$ cat src/rtl/mod12_display_driver_if.sv
// Bus between the mod-12 counter side and the display driver.
// The master side supplies the count and controls; the slave side returns digits and display drive.
interface mod12_display_driver_if;
  logic [3:0] count;
  logic       en;
  logic       err_clr;
  logic [3:0] bcd_tens;
  logic [3:0] bcd_ones;
  logic [6:0] seg;
  logic [1:0] an;
  logic       wrap;
  logic       err;

  modport master (
    output count, en, err_clr,
    input  bcd_tens, bcd_ones, seg, an, wrap, err
  );

  modport slave (
    input  count, en, err_clr,
    output bcd_tens, bcd_ones, seg, an, wrap, err
  );
endinterface

$ cat src/rtl/mod12_display_driver.sv
// Mod-12 count to two BCD digits, multiplexed 7-segment scan with leading-zero
// blanking, wrap pulse on 11->0 and a sticky out-of-range error.
module mod12_display_driver #(
  parameter int SCAN_DIV = 4
) (
  input  logic                    clk,
  input  logic                    rst,
  mod12_display_driver_if.slave   bus
);
  localparam int PW = (SCAN_DIV > 2) ? $clog2(SCAN_DIV) : 1;
  localparam logic [PW-1:0] PMAX = PW'(SCAN_DIV - 1);

  typedef enum logic {SLOT_ONES = 1'b0, SLOT_TENS = 1'b1} slot_t;

  slot_t         r_slot, w_slot_nxt;
  logic [PW-1:0] r_presc, w_presc_nxt;
  logic [3:0]    r_cnt_q;
  logic [3:0]    r_tens, r_ones;
  logic [6:0]    r_seg;
  logic [1:0]    r_an;
  logic          r_wrap, r_err;
  logic [3:0]    w_digit;
  logic [6:0]    w_seg;

  function automatic logic [6:0] seg7(input logic [3:0] d);
    case (d)
      4'd0:    seg7 = 7'h3F;
      4'd1:    seg7 = 7'h06;
      4'd2:    seg7 = 7'h5B;
      4'd3:    seg7 = 7'h4F;
      4'd4:    seg7 = 7'h66;
      4'd5:    seg7 = 7'h6D;
      4'd6:    seg7 = 7'h7D;
      4'd7:    seg7 = 7'h07;
      4'd8:    seg7 = 7'h7F;
      4'd9:    seg7 = 7'h6F;
      default: seg7 = 7'h40;
    endcase
  endfunction

  // Sample stage, BCD stage, wrap detect and sticky error
  always_ff @(posedge clk or negedge rst) begin
    if (!rst) begin
      r_cnt_q <= '0;
      r_tens  <= '0;
      r_ones  <= '0;
      r_wrap  <= 1'b0;
      r_err   <= 1'b0;
    end else begin
      r_cnt_q <= bus.count;
      if (r_cnt_q <= 4'd9) begin
        r_tens <= 4'd0;
        r_ones <= r_cnt_q;
      end else if (r_cnt_q <= 4'd11) begin
        r_tens <= 4'd1;
        r_ones <= r_cnt_q - 4'd10;
      end else begin
        r_tens <= 4'hF;
        r_ones <= 4'hF;
      end
      r_wrap <= (r_cnt_q == 4'd11) && (bus.count == 4'd0);
      if (bus.count > 4'd11)  r_err <= 1'b1;
      else if (bus.err_clr)   r_err <= 1'b0;
    end
  end

  // Scan slot state register
  always_ff @(posedge clk or negedge rst) begin
    if (!rst) begin
      r_slot  <= SLOT_ONES;
      r_presc <= '0;
    end else begin
      r_slot  <= w_slot_nxt;
      r_presc <= w_presc_nxt;
    end
  end

  always_comb begin
    w_slot_nxt  = r_slot;
    w_presc_nxt = r_presc;
    if (!bus.en) begin
      w_slot_nxt  = SLOT_ONES;
      w_presc_nxt = '0;
    end else if (r_presc == PMAX) begin
      w_presc_nxt = '0;
      w_slot_nxt  = (r_slot == SLOT_ONES) ? SLOT_TENS : SLOT_ONES;
    end else begin
      w_presc_nxt = r_presc + PW'(1);
    end
  end

  // A zero tens digit is blanked but its slot still lights its anode
  always_comb begin
    w_digit = (r_slot == SLOT_TENS) ? r_tens : r_ones;
    w_seg   = seg7(w_digit);
    if (r_slot == SLOT_TENS && r_tens == 4'd0) w_seg = 7'h00;
  end

  always_ff @(posedge clk or negedge rst) begin
    if (!rst) begin
      r_seg <= '0;
      r_an  <= '0;
    end else if (!bus.en) begin
      r_seg <= '0;
      r_an  <= 2'b00;
    end else begin
      r_seg <= w_seg;
      r_an  <= (r_slot == SLOT_TENS) ? 2'b10 : 2'b01;
    end
  end

  assign bus.bcd_tens = r_tens;
  assign bus.bcd_ones = r_ones;
  assign bus.seg      = r_seg;
  assign bus.an       = r_an;
  assign bus.wrap     = r_wrap;
  assign bus.err      = r_err;
endmodule

$ cat src/flat_wrapper.sv
// flat-port wrapper written by rule: the top's interface ports become plain ports
module mod12_display_driver_flat 
#(
  parameter int SCAN_DIV = 4
)
  (clk, rst, bus_count, bus_en, bus_err_clr, bus_bcd_tens, bus_bcd_ones, bus_seg, bus_an, bus_wrap, bus_err);
  mod12_display_driver_if bus_i ();
  input  logic clk;
  input  logic rst;
  input wire logic [$bits(bus_i.count)-1:0] bus_count;
  input wire logic [$bits(bus_i.en)-1:0] bus_en;
  input wire logic [$bits(bus_i.err_clr)-1:0] bus_err_clr;
  output wire logic [$bits(bus_i.bcd_tens)-1:0] bus_bcd_tens;
  output wire logic [$bits(bus_i.bcd_ones)-1:0] bus_bcd_ones;
  output wire logic [$bits(bus_i.seg)-1:0] bus_seg;
  output wire logic [$bits(bus_i.an)-1:0] bus_an;
  output wire logic [$bits(bus_i.wrap)-1:0] bus_wrap;
  output wire logic [$bits(bus_i.err)-1:0] bus_err;
  assign bus_i.count = bus_count;
  assign bus_i.en = bus_en;
  assign bus_i.err_clr = bus_err_clr;
  assign bus_bcd_tens = bus_i.bcd_tens;
  assign bus_bcd_ones = bus_i.bcd_ones;
  assign bus_seg = bus_i.seg;
  assign bus_an = bus_i.an;
  assign bus_wrap = bus_i.wrap;
  assign bus_err = bus_i.err;
  mod12_display_driver #(.SCAN_DIV(SCAN_DIV)) u_core (.clk(clk), .rst(rst), .bus(bus_i));
endmodule
$ cat config.mk
export PLATFORM = sky130hd
export DESIGN_NAME = mod12_display_driver_flat
export DESIGN_NICKNAME = d
export VERILOG_FILES = /design/src/rtl/mod12_display_driver_if.sv /design/src/rtl/mod12_display_driver.sv /design/src/flat_wrapper.sv
export SDC_FILE = /design/constraint.sdc
export NUM_CORES = 1
export LEC_CHECK = 0
export CORE_MARGIN = 8
export CORE_UTILIZATION = 47
export DETAILED_ROUTE_END_ITERATION = 8
export PLACE_DENSITY_LB_ADDON = 0.05
export SLEW_MARGIN = 10
export SYNTH_ARGS = -nofsm -noshare
export SYNTH_HDL_FRONTEND = slang
export SYNTH_SLANG_ARGS = --single-unit
$ cat constraint.sdc
create_clock -name clk -period 1.85 [get_ports clk]
set_input_delay 0.185 -clock clk [delete_from_list [all_inputs] [get_ports clk]]
set_output_delay 0.185 -clock clk [all_outputs]
set_load 0.03 [all_outputs]
==> PnR_summary.wiki <==
{| class="wikitable"
! Metric !! Value
|-
| Area added between synthesis and finish || 30.62%
|-
| Die width || approximately 63 µm
|-
| Number of sinks handled by clock tree synthesis || 24
|-
| Synthesized-area fraction occupied by and/or/nand/nor cells || around 11%
|-
| Type of the worst setup path || reg -> out
|-
| H-tree level count || 1
|-
| TritonCTS Buffers || 3
|-
| Routed vias/inst || 4.812
|-
| Drt initial violations || 4
|-
| Required time worst endpoint || roughly 1.7 ns
|-
| Fin crit period || ~1.8 ns
|-
| Via count of the first global-routing pass || 737
|-
| Post-layout nets || 125
|-
| Critical path's slowest cell || clkdlybuf4s50_1
|-
| Longest Clk Path Bufs || 2
|-
| Share of the synthesized netlist area taken by xor and xnor gates || less than 1%
|-
| Average cell area after synthesis || 13.07 µm²
|-
| Worst path arrival time || 1.58 ns
|-
| Crit Reg-Reg Endpoint || u_core.bus.seg[0]
|-
| Count of input and output buffers || 26
|-
| Seq pwr share || 51.6%
|-
| Y dimension of the die || 63.46 µm
|-
| Critical path capture point type || primary output
|-
| Ant diodes || 0
|-
| Hold Buf Count CTS || 0
|-
| Total internal power || about 820 µW
|-
| Nature of the critical path startpoint || flop
|-
| Average detailed-routed wire length per instance || 12.92 µm
|-
| Pwr per Cell Area || 828.9 nW/µm²
|-
| VDD IR max || 0.0005778 V
|-
| Via count || ~660
|-
| Compound-cell area share of the yosys netlist || 8.747%
|-
| Actual slew at the worst max-slew pin || 0.3615 ns
|-
| Sw Pwr || ~330 µW
|-
| Status || finished, final reports clean
|-
| Layout cells sized above 1 || 14.55%
|-
| Worst path top cell family by delay || buffers and inverters
|-
| Initial Utilization || 48.79%
|-
| Top-area cell type share of the netlist area || approximately 57%
|-
| Fmax || about 0.57 GHz
|-
| Ordered cell list for the critical path || clkdlybuf4s50_1
|-
| DRC violation count after routing || 0
|-
| Count of endpoints failing setup in the final report || 0
|-
| Die footprint || 4027 µm²
|-
| Number of setup buffers added after CTS || 0
|-
| Wire length after detailed routing || around 1800 µm
|-
| Fraction of registers with async set or reset after synthesis || 100.0%
|-
| Clk slew on worst S/H paths || between 0.1 and 0.15 ns
|-
| Origin of the critical flop-to-flop path || u_core.r_slot
|-
| Number of search-and-repair iterations in the first detailed-routing pass || 3
|-
| Depth of the worst register-to-register path || 4
|-
| Logic gate share of total power || roughly 25%
|-
| Rows || 17
|-
| Number of instances in the synthesized netlist || 81
|-
| Sw frac || 28.68%
|-
| Synthesized flop and latch total || 24
|-
| Final Hold Fails || 0
|-
| Share of the clock period used by the worst path || a little over nine tenths
|-
| Number of placed I/O pins || 27
|-
| Most frequently used flop master after synthesis || dfrtp_1
|-
| Count of nets left with antenna violations after detail routing || 0
|-
| Share of power burned in the clock network || 23.5%
|-
| Post-cts gate resize count || 0
|-
| Critical path endpoint || bus_bcd_tens[2]
|-
| Buffers & Inverters on Critical Path || 1
|-
| Number of max-slew violations in the final report || 0
|-
| Largest net degree at the start of global routing || 25
|-
| Slack of the worst reg-to-reg path || between 0.2 and 0.3 ns
|-
| Largest family of logic cells by synthesized area || simple AND/OR/NAND/NOR gates
|-
| Number of synthesized flops with an enable pin || 0
|-
| Sum of negative setup slack || 0 ns
|-
| Share of synthesized area occupied by flip-flops and latches || a little under three fifths
|-
| Mux share of post-synthesis cell area || between 10% and 20%
|-
| Weighted congestion reported at the end of routability-driven placement || 0.8017
|-
| Tightest Hold Check Type || in -> async
|-
| Max-cap check violation count || 0
|-
| Setup repair after global routing missed its margin || no
|-
| TritonCTS clock tree || built
|-
| Syn_nets || 95
|-
| Clock latency at the later pin of the worst-skew pair || roughly 0.31 ns
|-
| Combined area of all synthesized cells || between 1000 and 1500 µm²
|-
| Post-layout instance area || between 1000 and 1500 µm²
|-
| Ys Warns || 0
|-
| Unique masters post-synth || 30
|-
| Overflow left after global routing || 0
|-
| Leakage Power || between 0.0006 and 0.0007 µW
|-
| Overall routing resource usage || 9.667%
|-
| Critical Path Source || u_core.bus.bcd_tens[2]
|-
| Core ar. || approximately 2200 µm²
|-
| Half-perimeter wire length of the detailed placement result || 1429 µm
|-
| Fill cell instance count of the final layout || about 190
|-
| Leading cell types by total area after synthesis || dfrtp_1, ha_1, and2_1, mux2i_1, mux2i_2
|-
| Total placed instance area || between 1000 and 1500 µm²
|-
| Antenna violations before repair || 0
|-
| Worst setup skew after layout || 0.003966 ns
|-
| CP Depth || 1
|-
| First-pass GRT wire length || around 3200 µm
|-
| Maximum single-stage delay on the critical path || 0.74 ns
|-
| Worst Path Max Fanout || 8
|-
| Worst slew margin || 75.42%
|-
| Leading area contributor after synthesis || dfrtp_1
|-
| Clock root buffer || clkbuf_4
|-
| Arithmetic-cell share of the synthesized area counting full adders, half adders and majority gates || 7.092%
|}
-- cells in the final DEF (no fill, tap or decap), types with 2 or more instances in the layout --
master / synthesis / final
o21a_1: 2 / 2
dfrtp_1: 24 / 24
a21oi_1: 5 / 5
nand2b_1: 3 / 3
nand2_1: 3 / 3
and2_1: 5 / 5
clkdlybuf4s50_1: 0 / 26
ha_1: 6 / 6
buf_4: 2 / 3
inv_1: 7 / 7
mux2i_2: 2 / 2
clkbuf_4: 0 / 3
mux2i_1: 3 / 3
-- routing by layer --
| layer | global-route usage (%) | up-vias | share of wire, % |
|---|---|---|---|
| met5 | 0 | - | 0 |
| met4 | 6.685 | 0 | 2.1 |
| met3 | 3.887 | 4 | 8.3 |
| met2 | 15.97 | 22 | 48 |
| met1 | 9.735 | 312 | 42 |
| li1 | - | 326 | - |
-- sequential cells by signal (all words and copies together) (netlist names) --
signal and flops:
u_core.bus.bcd_tens 2, u_core.bus.err 1, u_core.bus.bcd_ones 4, u_core.bus.seg 7
u_core.r_presc 2, u_core.bus.an 2, u_core.bus.wrap 1, u_core.r_cnt_q 4
u_core.r_slot 1
-- per-stage QoR --
stage	total power, µW	setup WS (ns)	std cells	utilization (%)	hold slack [ns]
after floorplan	773.4	0.2291	81	-	-0.1106
after global placement	886.8	0.2973	134	62.05	0.4248
after detailed placement	891.2	0.2841	134	62.05	0.4378
after CTS	1162	0.06040	138	63.73	0.2084
after global routing	1209	0.008600	138	63.73	0.2161
final	1146	0.08456	138	63.73	0.2072
-- Yosys cell counts, types with 2 or more instances --
library cell  count
dfrtp_1          24
ha_1              6
inv_1             7
a21oi_1           5
and2_1            5
mux2i_2           2
nand2b_1          3
o21a_1            2
mux2i_1           3
buf_4             2
nand2_1           3
-- worst min-delay path by stage --
stage / endpoint / slack (ns) / cells past startpoint
finish: u_core.bus.seg[4] / 0.21 / 2
global route: u_core.bus.seg[5] / 0.22 / 2
CTS: u_core.r_presc[0] / 0.21 / 2
detailed placement: u_core.bus.bcd_ones[2] / 0.44 / 0
global placement: u_core.r_presc[0] / 0.42 / 1
floorplan: u_core.bus.an[0] / -0.11 / 0
-- cell type report --
type / instances / area (µm²) / share of cell area (%)
Clock buffer: 4 / 36.28 / 2.624
Inverter: 7 / 26.28 / 1.900
Multi-Input combinational cell: 46 / 401.6 / 29.05
Sequential cell: 24 / 600.6 / 43.44
Tap cell: 28 / 35.03 / 2.534
Timing Repair Buffer: 29 / 282.8 / 20.45
-- cells by family (layout without fill, tap and decap cells) --
kind of cell | Yosys count | count (layout)
mux | 8 | 8
compound gates | 13 | 13
xor+xnor | 1 | 1
flops | 24 | 24
fa+ha+maj | 6 | 6
buf+inv | 11 | 40
simple gates | 18 | 18
-- power by group through the flow --
stage          combinational (µW)  clock [µW]  sequential, µW
2_1_floorplan                 111           0             662
3_3_place_gp                  285           0             602
3_5_place_dp                  288           0             603
4_1_cts                       289         281             593
5_1_grt                       312         299             598
6_report                      285         270             591
No activity file was read; power rests on OpenSTA's default activity.
